**src/rtl/seg_pkg.sv**
```systemverilog
// Shared constants for the multiplexed 7-segment scan driver.
//   NUM_DIGITS : digits in one scan frame
//   DIG_W      : width of one digit code
//   SEL_W      : width of the digit index
//   DATA_W     : width of a full data bank
//   EN_RESET   : enable-bank value after reset (all digits lit)
package seg_pkg;
    localparam int NUM_DIGITS = 8;
    localparam int DIG_W      = 4;
    localparam int SEL_W      = 3;
    localparam int DATA_W     = NUM_DIGITS * DIG_W;
    localparam logic [NUM_DIGITS-1:0] EN_RESET = 8'hFF;
endpackage

```
**src/rtl/scan_prescaler.sv**
```systemverilog
// Digit-slot tick generator.
//   clk   : system clock
//   rst_n : asynchronous active-low reset
//   tick  : high during the last clock of each PRESCALE-clock slot
module scan_prescaler #(
    parameter int PRESCALE = 100000
) (
    input  logic clk,
    input  logic rst_n,
    output logic tick
);
    localparam int CNT_W = $clog2(PRESCALE);
    localparam logic [CNT_W-1:0] LAST = CNT_W'(PRESCALE - 1);

    logic [CNT_W-1:0] r_cnt;

    always_ff @(posedge clk or negedge rst_n) begin
        if (!rst_n) begin
            r_cnt <= '0;
        end else if (r_cnt == LAST) begin
            r_cnt <= '0;
        end else begin
            r_cnt <= r_cnt + 1'b1;
        end
    end

    assign tick = (r_cnt == LAST);
endmodule

```
**src/rtl/seg_scan_driver.sv**
```systemverilog
// Eight-digit multiplexed display scanner with frame-synchronous,
// double-buffered updates.
//   clk, rst_n  : clock, asynchronous active-low reset
//   load        : single-cycle write strobe for wr_data / wr_en
//   wr_data     : eight 4-bit digit codes, digit k at [4k+3:4k]
//   wr_en       : per-digit enable, bit k for digit k
//   dig_val     : code of the digit being scanned
//   dig_sel     : index of the digit being scanned
//   dig_en      : enable bit of the digit being scanned
//   pend        : an update sits in the shadow bank awaiting the frame edge
//   frame_tick  : one-cycle pulse on the first clock of a new frame
module seg_scan_driver
    import seg_pkg::*;
#(
    parameter int PRESCALE = 100000
) (
    input  logic                  clk,
    input  logic                  rst_n,
    input  logic                  load,
    input  logic [DATA_W-1:0]     wr_data,
    input  logic [NUM_DIGITS-1:0] wr_en,
    output logic [DIG_W-1:0]      dig_val,
    output logic [SEL_W-1:0]      dig_sel,
    output logic                  dig_en,
    output logic                  pend,
    output logic                  frame_tick
);
    localparam logic [SEL_W-1:0] LAST_SEL = SEL_W'(NUM_DIGITS - 1);

    logic                  w_tick;
    logic                  w_boundary;
    logic [SEL_W-1:0]      r_sel;
    logic                  r_pend;
    logic                  r_frame_tick;
    logic [DATA_W-1:0]     r_shadow_data;
    logic [NUM_DIGITS-1:0] r_shadow_en;
    logic [DATA_W-1:0]     r_active_data;
    logic [NUM_DIGITS-1:0] r_active_en;
    logic [DIG_W-1:0]      w_nibble [NUM_DIGITS];

    scan_prescaler #(
        .PRESCALE (PRESCALE)
    ) u_prescaler (
        .clk   (clk),
        .rst_n (rst_n),
        .tick  (w_tick)
    );

    // The edge that ends digit 7 is the only point the active bank may change.
    assign w_boundary = w_tick && (r_sel == LAST_SEL);

    always_ff @(posedge clk or negedge rst_n) begin
        if (!rst_n) begin
            r_sel        <= '0;
            r_frame_tick <= 1'b0;
        end else begin
            if (w_tick) begin
                r_sel <= r_sel + 1'b1;   // natural wrap 7 -> 0
            end
            r_frame_tick <= w_boundary;
        end
    end

    always_ff @(posedge clk or negedge rst_n) begin
        if (!rst_n) begin
            r_pend        <= 1'b0;
            r_shadow_data <= '0;
            r_shadow_en   <= EN_RESET;
            r_active_data <= '0;
            r_active_en   <= EN_RESET;
        end else begin
            if (load) begin
                r_shadow_data <= wr_data;
                r_shadow_en   <= wr_en;
            end
            if (w_boundary) begin
                // A load landing on the boundary bypasses the shadow bank so
                // it is not delayed by a whole frame.
                if (load) begin
                    r_active_data <= wr_data;
                    r_active_en   <= wr_en;
                end else if (r_pend) begin
                    r_active_data <= r_shadow_data;
                    r_active_en   <= r_shadow_en;
                end
                r_pend <= 1'b0;
            end else if (load) begin
                r_pend <= 1'b1;
            end
        end
    end

    // Split the active bank into digit slots; outputs depend on registers only.
    for (genvar gi = 0; gi < NUM_DIGITS; gi++) begin : g_nibble
        assign w_nibble[gi] = r_active_data[gi*DIG_W +: DIG_W];
    end

    assign dig_val    = w_nibble[r_sel];
    assign dig_en     = r_active_en[r_sel];
    assign dig_sel    = r_sel;
    assign pend       = r_pend;
    assign frame_tick = r_frame_tick;
endmodule
```
**config.mk**
```make
export PLATFORM = sky130hd
export DESIGN_NAME = seg_scan_driver
export DESIGN_NICKNAME = d
export VERILOG_FILES = /design/src/rtl/seg_pkg.sv /design/src/rtl/scan_prescaler.sv /design/src/rtl/seg_scan_driver.sv
export SDC_FILE = /design/constraint.sdc
export NUM_CORES = 1
export LEC_CHECK = 0
export ABC_AREA = 1
export BUFFER_PORTS_ARGS = -buffer_cell sky130_fd_sc_hd__buf_4
export CAP_MARGIN = 20
export CORE_ASPECT_RATIO = 0.75
export CORE_MARGIN = 3
export CORE_UTILIZATION = 32
export DETAILED_ROUTE_END_ITERATION = 8
export PLACE_DENSITY = 0.52
export SYNTH_ARGS = -nofsm -noshare
export SYNTH_HDL_FRONTEND = slang
export SYNTH_HIERARCHICAL = 1
export SYNTH_SLANG_ARGS = --single-unit
```
**constraint.sdc**
```tcl
create_clock -name clk -period 3.96 [get_ports clk]
set_input_delay 0.396 -clock clk [delete_from_list [all_inputs] [get_ports clk]]
set_output_delay 0.396 -clock clk [all_outputs]
set_load 0.05 [all_outputs]
```
==> Word-level counts from Yosys, hierarchy flattened <==
Cells that the tools add are included.
{ "totals": {"reg_bits": 102, "latchBits": 0, "ramBits": 0, "romBits": 0, "input_bits": 43, "output_inout_bits": 10, "elab_cells": 31, "n_memories": 0} }
{ "op_classes": {"n_addsub": 2, "n_mul": 0, "div_mod_pow": 0, "magnitude_cmp": 2, "eq_ne": 2, "shift": 0, "muxes": 12, "bitwise_logic": 1, "reduce_logical": 4} }
{ "ops": {"columns": ["cell", "count"], "rows": [
  ["$mux 32", 2],
  ["$add 17x1->17 const B", 1],
  ["$eq 17x17->1 const B", 1],
  ["$mux 17", 1],
  ["$mux 8", 2],
  ["$bmux 4 s3", 1],
  ["$mux 4", 2],
  ["$ge 4x4->1 const B", 1],
  ["$lt 3x4->1 const B", 1],
  ["$not 3->4", 1],
  ["$reduce_bool 2->1", 2],
  ["$add 3x1->3 const B", 1],
  ["$bmux 1 s3", 1],
  ["$eq 3x3->1 const B", 1],
  ["$mux 1", 3],
  ["$reduce_and 2->1", 1],
  ["$logic_and 1x1->1", 1]
]} }

==> Depth between registers and ports, before layout <==
{ "depth": {"ltp_word": 4, "ltp_mapped": 12, "depth_no_buf": 11} }

==> Hierarchy <==
Netlist, hierarchy kept.
{ "by_module_without_submodules": {"columns": ["mod", "n_inst", "cells_each", "area_each_um2", "seq_area_each_um2"], "rows": [
  ["seg_scan_driver", 1, 449, 3658.5, 2147.1],
  ["scan_prescaler", 1, 138, 978.4, 425.4]
]} }

==> Least setup slack after synthesis <==
Ideal clock, no wire load.
{ "synth_timing": {"kind": "register to output", "startpoint": "reg r_sel[0] (netlist: dig_sel[0])", "endpoint": "out dig_en", "arrival_ns": 1.578, "t_required_ns": 3.564, "slack_ns": 1.986, "stages_incl_launch_ff": 8, "n_path_buf": 1, "path_cell_list": "dfrtp_1 > inv_1 > clkbuf_1 > nand2_1 > nand3_1 > nand2_1 > nand2_1 > nand2_1"} }
{ "synth_between": {"elab_chain_cells": 2} }
{ "synth_lines": {"columns": ["item", "line", "text"], "rows": [
  ["start: declaration", "seg_scan_driver.sv:32", "logic [SEL_W-1:0] r_sel;"],
  ["start signal: assignment", "seg_scan_driver.sv:58", "r_sel <= r_sel + 1'b1;"],
  ["$bmux 1 s3", "seg_scan_driver.sv:99", "assign dig_en = r_active_en[r_sel];"],
  ["$mux 1 (not written as such)", "seg_scan_driver.sv:99", null],
  ["end: declaration", "seg_scan_driver.sv:24", "output logic dig_en,"]
]} }
No other way between the ends. The select of a mux whose other input is x is not followed.

==> Worst setup path in the final report <==
{ "layout_timing": {"startpoint": "reg r_sel[0] (netlist: dig_sel[0])", "endpoint": "out dig_val[1]"} }
{ "layout_between": {"elab_chain_cells": 4} }
{ "layout_lines": {"columns": ["item", "line", "text"], "rows": [
  ["$not 3->4 (not written as such)", "seg_scan_driver.sv:98", "assign dig_val = w_nibble[r_sel];"],
  ["$bmux 4 s3", "seg_scan_driver.sv:98", null],
  ["$mux 4 (not written as such) (2 in series)", "seg_scan_driver.sv:98", null],
  ["end: declaration", "seg_scan_driver.sv:22", "output logic [DIG_W-1:0] dig_val,"]
]} }
No other way between the ends. The select of a mux whose other input is x is not followed.

==> impl_metrics.py <==
metrics = {
    "outcome": {
        "status": "finished, final reports clean",
    },
    "placed_design": {
        "place_area_um2": 5180,
        "port_buffers": 52,
        "gp_congestion": 0.839,
        "dp_hpwl_um": 7040,
    },
    "pwr": {
        "ir_worst_vdd_uv": 206,
        "power_density_nw_per_um2": 387,
        "p_leak_nw": 2.88,
    },
    "worst_setup_path": {
        "crit_family": "flip-flops",
        "required_ps": 3560,
        "crit_slowest_cell": "dfrtp_1",
        "setup.worst_path.class": "reg2out",
        "arrival_ps": 2560,
        "setup.worst_path.start_class": "register",
        "path_max_fanout": 24,
        "crit_path_frequent_cell": "nand2_1",
        "crit_buf_inv": 2,
        "path_cells": "inv_1 -> nand2_1 -> nand3_1 -> nand2_1 -> nand2_1 -> nand2_1 -> buf_4",
        "max_stage_delay_ps": 880,
        "worst_setup_path_end_kind": "output pin",
    },
    "final_layout": {
        "fin_area_um2": 5460,
        "fin_nets": 677,
        "fillers": 1442,
        "layout_commonest_cell": "nand2_1",
        "multi_input_area_um2": 1680,
        "ff_latch_area_um2": 2570,
        "antenna_cells": 0,
        "layout_common_cells": "263 x nand2_1, 86 x dfrtp_1, 69 x inv_1",
        "syn2layout_area_growth_pct": 17.8,
        "drive_gt1_share_pct": 16.2,
    },
    "floorplan": {
        "dieArea_um2": 16000,
        "die_y_um": 110,
        "rows": 37,
        "core_area_um2": 13900,
        "io_pins": 53,
        "initial_core_util_pct": 33.3,
        "die_w_um": 145,
    },
    "grt": {
        "grt_pass1_wl_um": 17400,
        "grt_pass1_vias": 3527,
        "grt_overflow": 0,
        "track_usage_pct": 13.7,
        "antenna_found_initial": 0,
        "grt_max_degree": 78,
    },
    "synthesis": {
        "ys_warn_count": 6,
        "synth-simple-area-share_pct": 28.6,
        "syn-num-nets": 633,
        "synth_seq_cells": 102,
        "synthCells": 587,
        "seq_area_frac_synth_pct": 55.5,
        "syn_area_um2": 4640,
        "syn_area_per_cell_um2": 7.90,
        "synthMuxAreaShare_pct": 0,
        "synth_fa_ha_area_share_pct": 0.809,
        "synth_compound_area_share_pct": 5.72,
        "synth_top_family_by_area": "simple AND/OR/NAND/NOR gates",
        "ys_types": 25,
        "synth_xor_area_share_pct": 1.13,
    },
    "timing": {
        "fmax_ghz": 0.339,
        "hold_viol": 0,
        "rsz0062_at_grt": "no",
        "period_share_pct": 74.5,
        "slew_viol_final": 0,
        "tightest_slew_ps": 967,
        "fin_worst_skew_ps": 6.48,
        "setup_violations": 0,
        "tns_ps": 0,
        "period_minus_slack_ps": 2950,
        "maxSlewHeadroom_pct": 35.6,
    },
    "cts": {
        "clockBufferDepth": 2,
        "insertion_delay_ps": 350,
        "cts_buffers": 9,
        "htree_levels": 3,
        "path_clk_slew_ps": 70,
        "cts_root_buf": "clkbuf_16",
        "post_cts_buffers": 0,
        "hold_buffers": 0,
        "clock-sinks": 102,
        "tritoncts": "built",
        "cts_resized": 0,
    },
    "routing": {
        "dr_total_vias": 3545,
        "wl_per_cell_um": 12.4,
        "routed_wl_um": 10300,
        "drc": 0,
        "routed.top_layer": "met4",
        "vias_per_cell": 4.27,
        "first_pass_iters": 5,
        "met1_length_um": 5270,
        "wl_met3_um": 409,
        "initialDrtViolationCount": 231,
        "antenna_left": 0,
        "wl_met2_um": 4470,
    },
    "run": {
        "drv_cap": 0,
    },
    "worst_hold_path": {
        "hold_path.class": "in2async",
    },
}
-- synth_stat cells (all sizes together) --
library cell  count  area [µm²]
inv              71         267
nand3            29         150
xor2              5        43.8
o21ai            43         219
ha                3        37.5
buf              18        98.8
nor3              1        5.00
nor2             33         139
dfrtp            86        2150
dfstp            16         420
nand2           268        1020
nand4             2        12.5
clkbuf            5        18.8
xnor2             1        8.76
o21bai            2        15.0
a21oi             4        31.3
-- area by class of cell --
cell class / instances / share of cell area, %
well taps: 195 / 4.47
inverters: 71 / 4.88
clock inverters: 5 / 0.619
clock buffers: 11 / 4.45
flip-flops and latches: 102 / 47.1
repair buffers: 56 / 7.70
multi-input cells: 391 / 30.8
-- cells by family after synthesis --
family | Yosys count
flip-flops | 102
adder cells (fa/ha/maj) | 3
buffers and inverters | 94
AO/OA/AOI/OAI | 49
XOR/XNOR | 6
AND/OR/NAND/NOR | 333
-- stage by stage --
stage | util, % | hold WS (ps) | power, mW | cells | worst slack, ps
after global placement | 37.2 | 456 | 1.31 | 815 | 1330
after global routing | 39.2 | 270 | 2.22 | 831 | 788
after CTS | 39.2 | 247 | 2.15 | 831 | 958
final | 39.2 | 206 | 2.12 | 831 | 1010
after floorplan | - | 100 | 1.23 | 587 | 1990
after detailed placement | 37.2 | 460 | 1.31 | 815 | 1370
-- worst reg2reg max path: cells and delay by family, from the launching register on --
family / cells / cell delay, ps
DFF: 1 / 420
and+or+nand+nor: 6 / 610
buffers and inverters: 3 / 650
AOI/OAI and AO/OA: 2 / 510
adders and majority gates: 1 / 250
-- where the power goes --
part           internal [mW]  leakage, nW  total (mW)  switching, mW
sequential              1.11         1.26        1.12         0.0146
clock                  0.444        0.132       0.829          0.386
combinational         0.0608         1.49       0.166          0.105
total                   1.61         2.88        2.12          0.505
-- metal layers --
layer | global-route usage, % | vias up
met3 | 3.96 | 10
met1 | 18.4 | 1619
li1 | - | 1860
met2 | 21.4 | 56
met4 | 4.75 | 0
met5 | 0 | -
-- flip-flops by register name, summed over array words and instances, names as in the netlist --
signal,count
r_active_data,32
frame_tick,1
r_active_en,8
dig_sel,3
r_shadow_data,32
u_prescaler/r_cnt,17
pend,1
r_shadow_en,8
-- path summary, 6_finish.rpt --
kind,startpoint,to,slack [ps],depth (start not counted)
setup reg to reg,u_prescaler/r_cnt[0],r_active_data[28],1450,12
setup / recovery,dig_sel[0],dig_val[1],1010,7
min in group clk,wr_data[4],r_shadow_data[4],280,3
hold / removal,rst_n,r_shadow_data[9],210,1
hold reg to reg,r_shadow_data[3],r_shadow_data[3],470,2
max in group asynchronous,rst_n,r_shadow_en[7],2810,2
No activity file was read; power rests on OpenSTA's default activity.
